`src/rtl/sdrc_wb_master.sv`:
```
// Wishbone B3 initiator: turns a command stream plus write/read data streams into
// single or incrementing-burst bus cycles, with a watchdog for unresponsive slaves.
module sdrc_wb_master #(
    parameter int APP_AW  = 26,
    parameter int dw      = 32,
    parameter int TIMEOUT = 255
) (
    input  logic              wb_clk_i,
    input  logic              wb_rst_i,

    input  logic              cmd_valid_i,
    output logic              cmd_ready_o,
    input  logic              cmd_we_i,
    input  logic [APP_AW-1:0] cmd_addr_i,
    input  logic [2:0]        cmd_len_i,
    input  logic [dw/8-1:0]   cmd_sel_i,

    input  logic              wdat_valid_i,
    output logic              wdat_ready_o,
    input  logic [dw-1:0]     wdat_i,

    output logic              rdat_valid_o,
    output logic [dw-1:0]     rdat_o,

    output logic              done_o,
    output logic              err_o,

    output logic              wb_cyc_o,
    output logic              wb_stb_o,
    output logic              wb_we_o,
    output logic [APP_AW-1:0] wb_addr_o,
    output logic [dw-1:0]     wb_dat_o,
    output logic [dw/8-1:0]   wb_sel_o,
    output logic [2:0]        wb_cti_o,
    input  logic              wb_ack_i,
    input  logic [dw-1:0]     wb_dat_i
);

    localparam int                SW        = dw / 8;
    localparam logic [APP_AW-1:0] ADDR_STEP = APP_AW'(SW);
    localparam logic [7:0]        WD_LAST   = 8'(TIMEOUT - 1);

    localparam logic [2:0] CTI_CLASSIC = 3'b000;
    localparam logic [2:0] CTI_INCR    = 3'b010;
    localparam logic [2:0] CTI_END     = 3'b111;

    typedef enum logic {IDLE, ACTIVE} state_t;

    state_t            state_reg, state_next;
    logic              we_reg, we_next;
    logic [APP_AW-1:0] addr_reg, addr_next;
    logic [SW-1:0]     sel_reg, sel_next;
    logic [3:0]        beats_reg, beats_next;
    logic [3:0]        acked_reg, acked_next;
    logic [3:0]        fed_reg, fed_next;
    logic              full_reg, full_next;
    logic [dw-1:0]     wbuf_reg, wbuf_next;
    logic [7:0]        wd_reg, wd_next;
    logic [dw-1:0]     rdat_reg, rdat_next;
    logic              rdat_valid_reg, rdat_valid_next;
    logic              done_reg, done_next;
    logic              err_reg, err_next;

    logic active;
    logic stb;
    logic ack;
    logic last_beat;
    logic wd_hit;
    logic wdat_take;

    // Reads present every beat back to back; writes only while a data word is held.
    assign active    = (state_reg == ACTIVE);
    assign stb       = active & (we_reg ? full_reg : 1'b1);
    assign ack       = stb & wb_ack_i;
    assign last_beat = (acked_reg == (beats_reg - 4'd1));
    assign wd_hit    = stb & ~wb_ack_i & (wd_reg == WD_LAST);

    assign cmd_ready_o  = ~active & ~wb_rst_i;
    assign wdat_ready_o = active & we_reg & (fed_reg < beats_reg) & (~full_reg | ack);
    assign wdat_take    = wdat_ready_o & wdat_valid_i;

    always_comb begin
        state_next      = state_reg;
        we_next         = we_reg;
        addr_next       = addr_reg;
        sel_next        = sel_reg;
        beats_next      = beats_reg;
        acked_next      = acked_reg;
        fed_next        = fed_reg;
        full_next       = full_reg;
        wbuf_next       = wbuf_reg;
        wd_next         = wd_reg;
        rdat_next       = rdat_reg;
        rdat_valid_next = 1'b0;
        done_next       = 1'b0;
        err_next        = 1'b0;

        case (state_reg)
            IDLE: begin
                if (cmd_valid_i) begin
                    state_next = ACTIVE;
                    we_next    = cmd_we_i;
                    addr_next  = cmd_addr_i;
                    sel_next   = cmd_sel_i;
                    beats_next = {1'b0, cmd_len_i} + 4'd1;
                    acked_next = 4'd0;
                    fed_next   = 4'd0;
                    full_next  = 1'b0;
                    wd_next    = 8'd0;
                end
            end

            ACTIVE: begin
                // A load in the same cycle as a drain keeps the register full.
                if (wdat_take) begin
                    wbuf_next = wdat_i;
                    fed_next  = fed_reg + 4'd1;
                    full_next = 1'b1;
                end else if (ack) begin
                    full_next = 1'b0;
                end

                if (ack) begin
                    acked_next = acked_reg + 4'd1;
                    addr_next  = addr_reg + ADDR_STEP;
                    wd_next    = 8'd0;
                    if (!we_reg) begin
                        rdat_next       = wb_dat_i;
                        rdat_valid_next = 1'b1;
                    end
                    if (last_beat) begin
                        state_next = IDLE;
                        done_next  = 1'b1;
                    end
                end else if (stb) begin
                    // Starved write cycles have stb low and so never reach here.
                    wd_next = wd_reg + 8'd1;
                    if (wd_hit) begin
                        state_next = IDLE;
                        done_next  = 1'b1;
                        err_next   = 1'b1;
                        full_next  = 1'b0;
                        wbuf_next  = '0;
                    end
                end
            end

            default: state_next = IDLE;
        endcase
    end

    always_ff @(posedge wb_clk_i) begin
        if (wb_rst_i) begin
            state_reg      <= IDLE;
            we_reg         <= 1'b0;
            addr_reg       <= '0;
            sel_reg        <= '0;
            beats_reg      <= 4'd0;
            acked_reg      <= 4'd0;
            fed_reg        <= 4'd0;
            full_reg       <= 1'b0;
            wbuf_reg       <= '0;
            wd_reg         <= 8'd0;
            rdat_reg       <= '0;
            rdat_valid_reg <= 1'b0;
            done_reg       <= 1'b0;
            err_reg        <= 1'b0;
        end else begin
            state_reg      <= state_next;
            we_reg         <= we_next;
            addr_reg       <= addr_next;
            sel_reg        <= sel_next;
            beats_reg      <= beats_next;
            acked_reg      <= acked_next;
            fed_reg        <= fed_next;
            full_reg       <= full_next;
            wbuf_reg       <= wbuf_next;
            wd_reg         <= wd_next;
            rdat_reg       <= rdat_next;
            rdat_valid_reg <= rdat_valid_next;
            done_reg       <= done_next;
            err_reg        <= err_next;
        end
    end

    always_comb begin
        wb_cti_o = CTI_CLASSIC;
        if (active && (beats_reg != 4'd1)) begin
            wb_cti_o = last_beat ? CTI_END : CTI_INCR;
        end
    end

    assign wb_cyc_o     = active;
    assign wb_stb_o     = stb;
    assign wb_we_o      = active & we_reg;
    assign wb_addr_o    = addr_reg;
    assign wb_dat_o     = wbuf_reg;
    assign wb_sel_o     = sel_reg;
    assign rdat_o       = rdat_reg;
    assign rdat_valid_o = rdat_valid_reg;
    assign done_o       = done_reg;
    assign err_o        = err_reg;

endmodule

```
`config.mk`:
```
export PLATFORM = sky130hd
export DESIGN_NAME = sdrc_wb_master
export DESIGN_NICKNAME = d
export VERILOG_FILES = /design/src/rtl/sdrc_wb_master.sv
export SDC_FILE = /design/constraint.sdc
export NUM_CORES = 1
export LEC_CHECK = 0
export CAP_MARGIN = 20
export CORE_MARGIN = 1.5
export CORE_UTILIZATION = 30
export CTS_CLUSTER_SIZE = 8
export DETAILED_ROUTE_END_ITERATION = 10
export HOLD_SLACK_MARGIN = 0.02
export RECOVER_POWER = 50
export SYNTH_ARGS = -nofsm -noshare
export SYNTH_HDL_FRONTEND = slang
export SYNTH_SLANG_ARGS = --single-unit
```
`constraint.sdc`:
```
create_clock -name wb_clk_i -period 2 [get_ports wb_clk_i]
set_input_delay 0.3 -clock wb_clk_i [delete_from_list [all_inputs] [get_ports wb_clk_i]]
set_output_delay 0.3 -clock wb_clk_i [all_outputs]
set_load 0.005 [all_outputs]
```
# Word level (Yosys, flattened, before mapping)
# Cells that the tools add are included.
# Widths: inputs -> output; s select.
dict set report classes {
  n_mux 37
  magnitude_cmp 1
  reduce_logical 9
  n_addsub 6
  n_eq_ne 7
  bitwise 16
}
# operator count
set ops {}
lappend ops {{$mux 32} 4}
lappend ops {{$mux 26} 2}
lappend ops {{$pmux 26 s2} 1}
lappend ops {{$add 26x3->26 const B} 1}
lappend ops {{$mux 8} 3}
lappend ops {{$mux 1} 17}
lappend ops {{$pmux 4 s2} 2}
lappend ops {{$pmux 8 s2} 1}
lappend ops {{$mux 4} 3}
lappend ops {{$and 1x1->1} 9}
lappend ops {{$add 4x1->4 const B} 2}
lappend ops {{$add 8x1->8 const B} 1}
lappend ops {{$eq 8x8->1 const B} 1}
lappend ops {{$reduce_and 2->1} 4}
lappend ops {{$mux 3} 2}
lappend ops {{$not 1->1} 6}
lappend ops {{$reduce_or 3->1} 2}
lappend ops {{$add 3x1->4 const B} 1}
lappend ops {{$eq 4x4->1} 1}
lappend ops {{$lt 4x4->1} 1}
lappend ops {{$ne 2x1->1 const B} 2}
lappend ops {{$ne 4x1->1 const B} 1}
lappend ops {{$pmux 1 s2} 2}
lappend ops {{$sub 4x1->4 const B} 1}
lappend ops {{other kinds (6)} 6}
dict set report totals {
  wordCells 90
  reg_bits 120
  inputBits 103
  output_inout_bits 105
}

# Logic depth before layout (Yosys ltp)
dict set report depth {
  word_depth 11
  mapped_depth 7
  mapped_depth_nobuf 7
}

# Least setup slack after synthesis
# OpenSTA, ideal clock, no wires.
dict set report synth_timing {
  kind {register -> output}
  start {register beats_reg[0]}
  end {output port wb_cti_o[2]}
  n_path_buf 1
  t_arrival_ns 1.765
  slack_ns -0.065
  stages_incl_launch_ff 8
  required_ns 1.700
  path_cell_list {dfxtp_1 -> inv_1 -> ha_1 -> xnor2_1 -> xnor2_1 -> nand2_1 -> a2111oi_0 -> buf_4}
}
dict set report synth_via {
  elab_chain_cells 4
  elab_cells_between_ends 6
  classes_between {1 x add/sub; 2 x eq/ne; 2 x mux; 1 x reduce/logical}
}
# item line
set synth_lines {}
lappend synth_lines {{start, declared} 53} ;# logic [3:0] beats_reg, beats_next;
lappend synth_lines {{start signal, assigned} 173} ;# beats_reg <= beats_next;
lappend synth_lines {{$sub 4x1->4} 75} ;# assign last_beat = (acked_reg == (beats_reg - 4'd1));
lappend synth_lines {{$eq 4x4->1} 75}
lappend synth_lines {{$mux 3} 189} ;# wb_cti_o = last_beat ? CTI_END : CTI_INCR;
lappend synth_lines {{$mux 3 (*)} 188} ;# if (active && (beats_reg != 4'd1)) begin
lappend synth_lines {{end, declared} 34} ;# output logic [2:0] wb_cti_o,
# Every way passes the cells marked *; elsewhere a longest branch is shown, timed or not.

# Worst setup path after layout
dict set report layout_timing {
  start {register beats_reg[1]}
  end {output port wb_cti_o[2]}
}
# The elaborated chain is that of the path after synthesis.

==> impl_results.md <==
* Synthesized net count at 708
* Register area share after synthesis at 46.46%
* Post-synth EDFFs at 0
* Worst-path clk slew at around 50 ps
* Syn Inst Count at 594
* Setup Crit Path Kind: register to primary output
* Nets@finish at 975
* Largest net degree at the start of global routing at 36
* Hold-fix buffer count after cts at 0
* DR iter-0 viols at ~210
* Peak Freq at between 400 and 500 MHz
* DIE WIDTH at 134.3 um
* Finish-stage setup viols at 35
* Failing checks: negative setup slack
* Number of remaining DRC errors at 0
* CTS H-Tree Depth at 4
* Detailed placement HPWL at 12190 um
* Number of top-level pins at roughly 210
* WHS at roughly 370 ps
* Post-Syn Area at slightly above 5000 um2
* Clk_skew at 6.384 ps
* Endpoints failing hold at 0
* Syn. warnings at 0
* Hold Crit Endpoint: rdat_o[22]$_SDFFE_PP0P_
* Worst R2R Setup Slack at -120 ps
* Most common cell after layout, fill and taps aside: clkdlybuf4s50_1
* Vias at ~5.4k
* Worst r2r src: beats_reg[1]$_SDFFE_PP0P_
* Worst-case vdd ir drop at 0.5971 mV
* Min-delay src: wb_rst_i
* Flops & latches, synth at 120
* Main synth FF type: dfxtp_1
* GRT Total Usage at between 10% and 20%
* Clock Path Buffers at 2
* Fill count at 1558
* R2r endpoint: wb_dat_o[3]$_SDFFE_PP0P_
* Worst path required time at 1700 ps
* Area Overhead vs Synth at 68.21%
* Std cell rows at 47
* Routed wire per std cell at between 15 and 20 um
* Maxcap violations at 0
* Die Ht at around 130 um
* Worst-path maximum fanout at 3
* Share of post-route cells with drive strength above 1 at between 10% and 20%
* Final min period at 2267 ps
* DRT antenna net count at 0
* Antenna fix cells at 0
* Global route overflow at 0
* Reg2Reg Depth at 11
* Vias per cell at 4.948
* Vias in the first global route at 5449
* Hold/Removal Path Class: input port to register
* Pwr per Cell Area at ~770 nW/um2
* GPL Wtd Cong at 0.8314
* Period utilisation layout at 113.4%
* Worst slew margin at 55.02%
* RSZ-0062 raised after global routing: yes
* Synth cell types at 52
* Hold depth at 3
* DR pass1 iterations at 4
* Clock Sink Count at 120
* Clk_lat worst skew at just over 400 ps
* Die footprint at 18030 um2
* Final worst slack at -267.4 ps
* WP data arrival at 1970 ps
* I/O Buffers at 207
* First-pass GRT wire length at 27430 um
* Num CTS Buffers at 17
* CTS tree: yes
* Routed WL at 17630 um
* Most frequent cells in the layout: clkdlybuf4s50_1, dfxtp_1, nand2_1, a21oi_1, buf_4
* Core Area at 16700 um2
* Final setup TNS at -3534 ps
* CP startpoint kind: register
* Initial antenna violation count at 0
* DP Cell Count at ~1.0k
* Status: complete, but fails checks
* Avg Inst Size Synth at 8.706 um2
* Layout Cells excl Fill at 1093
* Slew Limit Fails at 0
* Slew @ Worst Pin at 667.6 ps
* Final instance area at a little under 9000 um2
* CP Capture Type: primary output
* Placed Area at 7869 um2
* Leak at 0.003438 uW
* Clock root buffer: clkbuf_16
* Initial Util at 30.96%
* Async S/R FF share, synth at 0%
## critical path, stage by stage, from the launching register on
cell and delay, ps:
dfxtp_2 330, inv_2 50, ha_4 250, xor2_1 150, nand2_1 120, a2111oi_4 370, buf_4 190, buf_6 90
## routing by layer
metal | GRT usage (%) | wire, um | vias to the layer above
met4 | 6.511 | 208 | 0
met5 | 0 | 0 | -
li1 | - | - | 2674
met1 | 22.66 | 7497 | 2532
met3 | 7.143 | 1404 | 16
met2 | 32.45 | 8524 | 186
## kinds of logic after synthesis
kind of cell,Yosys count,share of synthesized area (%)
buffers and inverters,50,4.573
XOR/XNOR,15,2.541
AO/OA/AOI/OAI,167,21.68
flip-flops,120,46.46
multiplexers,9,1.742
adder cells (fa/ha/maj),11,2.661
AND/OR/NAND/NOR,222,20.35
## per-stage QoR
stage          worst slack [ps]  util, %  power, uW
6_report                 -267.4    52.08       6714
5_1_grt                  -370.1    52.08       7019
4_1_cts                  -300.9    51.70       6794
3_5_place_dp             -560.3    47.12       3749
3_3_place_gp             -449.5    47.12       3729
2_1_floorplan             39.23        -       3076
## Yosys cell counts (2+ instances only)
cell,number,area [um2]
buf_2,9,45.04
buf_6,3,33.78
xor2_1,8,70.07
ha_1,11,137.6
or3_1,3,18.77
a21oi_1,62,310.3
dfxtp_1,120,2402
nor4_1,6,37.54
a2111oi_0,2,17.52
nand3_1,17,85.08
a31oi_1,2,12.51
nor2_1,29,108.9
nand2b_1,6,37.54
nand4_2,2,25.02
xnor2_1,7,61.31
or2_2,2,12.51
o21ai_0,13,65.06
a22o_1,32,280.3
clkbuf_1,21,78.83
nor3_4,2,32.53
o32ai_1,2,17.52
o21a_1,4,30.03
mux2i_1,9,90.09
a211oi_1,7,52.55
and2_2,2,15.01
buf_1,2,7.510
buf_4,4,30.03
and2_1,4,25.02
and4_1,2,17.52
nor2b_1,4,25.02
nor3_1,22,110.1
a22oi_1,16,120.1
o22ai_1,14,87.58
nand4_1,6,37.54
inv_1,10,37.54
and3_1,4,25.02
nand2_1,107,401.6
a2bb2oi_1,4,35.03
## layout make-up
type	instances	area (um2)	share of cell area (%)
inverter	11	41.29	0.4747
tap	220	275.3	3.165
multi-input combinational	425	2668	30.67
sequential	120	2407	27.68
clock buffer	22	464.2	5.337
clock inverter	9	100.1	1.151
timing repair buffer	286	2743	31.53
## worst max-delay path by stage
stage                                    from                  endpoint  slack, ps  cells past startpoint
floorplan           beats_reg[0]$_SDFFE_PP0P_               wb_cti_o[2]         40                      7
global placement    beats_reg[1]$_SDFFE_PP0P_               wb_cti_o[0]       -450                      8
detailed placement                   wb_ack_i  wb_dat_o[7]$_SDFFE_PP0P_       -560                      6
CTS                 beats_reg[1]$_SDFFE_PP0P_               wb_cti_o[2]       -300                      7
global route        beats_reg[1]$_SDFFE_PP0P_               wb_cti_o[2]       -370                      7
finish              beats_reg[1]$_SDFFE_PP0P_               wb_cti_o[2]       -270                      7
## repair_timing
action	in CTS	in global routing
buffers inserted	8	6
endpoints found under the hold margin	0	0
gates resized for setup	34	16
cloned	2	2
setup endpoints to repair	38	40
pin swaps	9	7
## where the power goes
group | switching (uW) | internal, uW
Combinational | 535 | 654
Sequential | 79.8 | 2500
Clock | 1070 | 1880
Total | 1680 | 5030
Power figures use the tool's default switching activity.
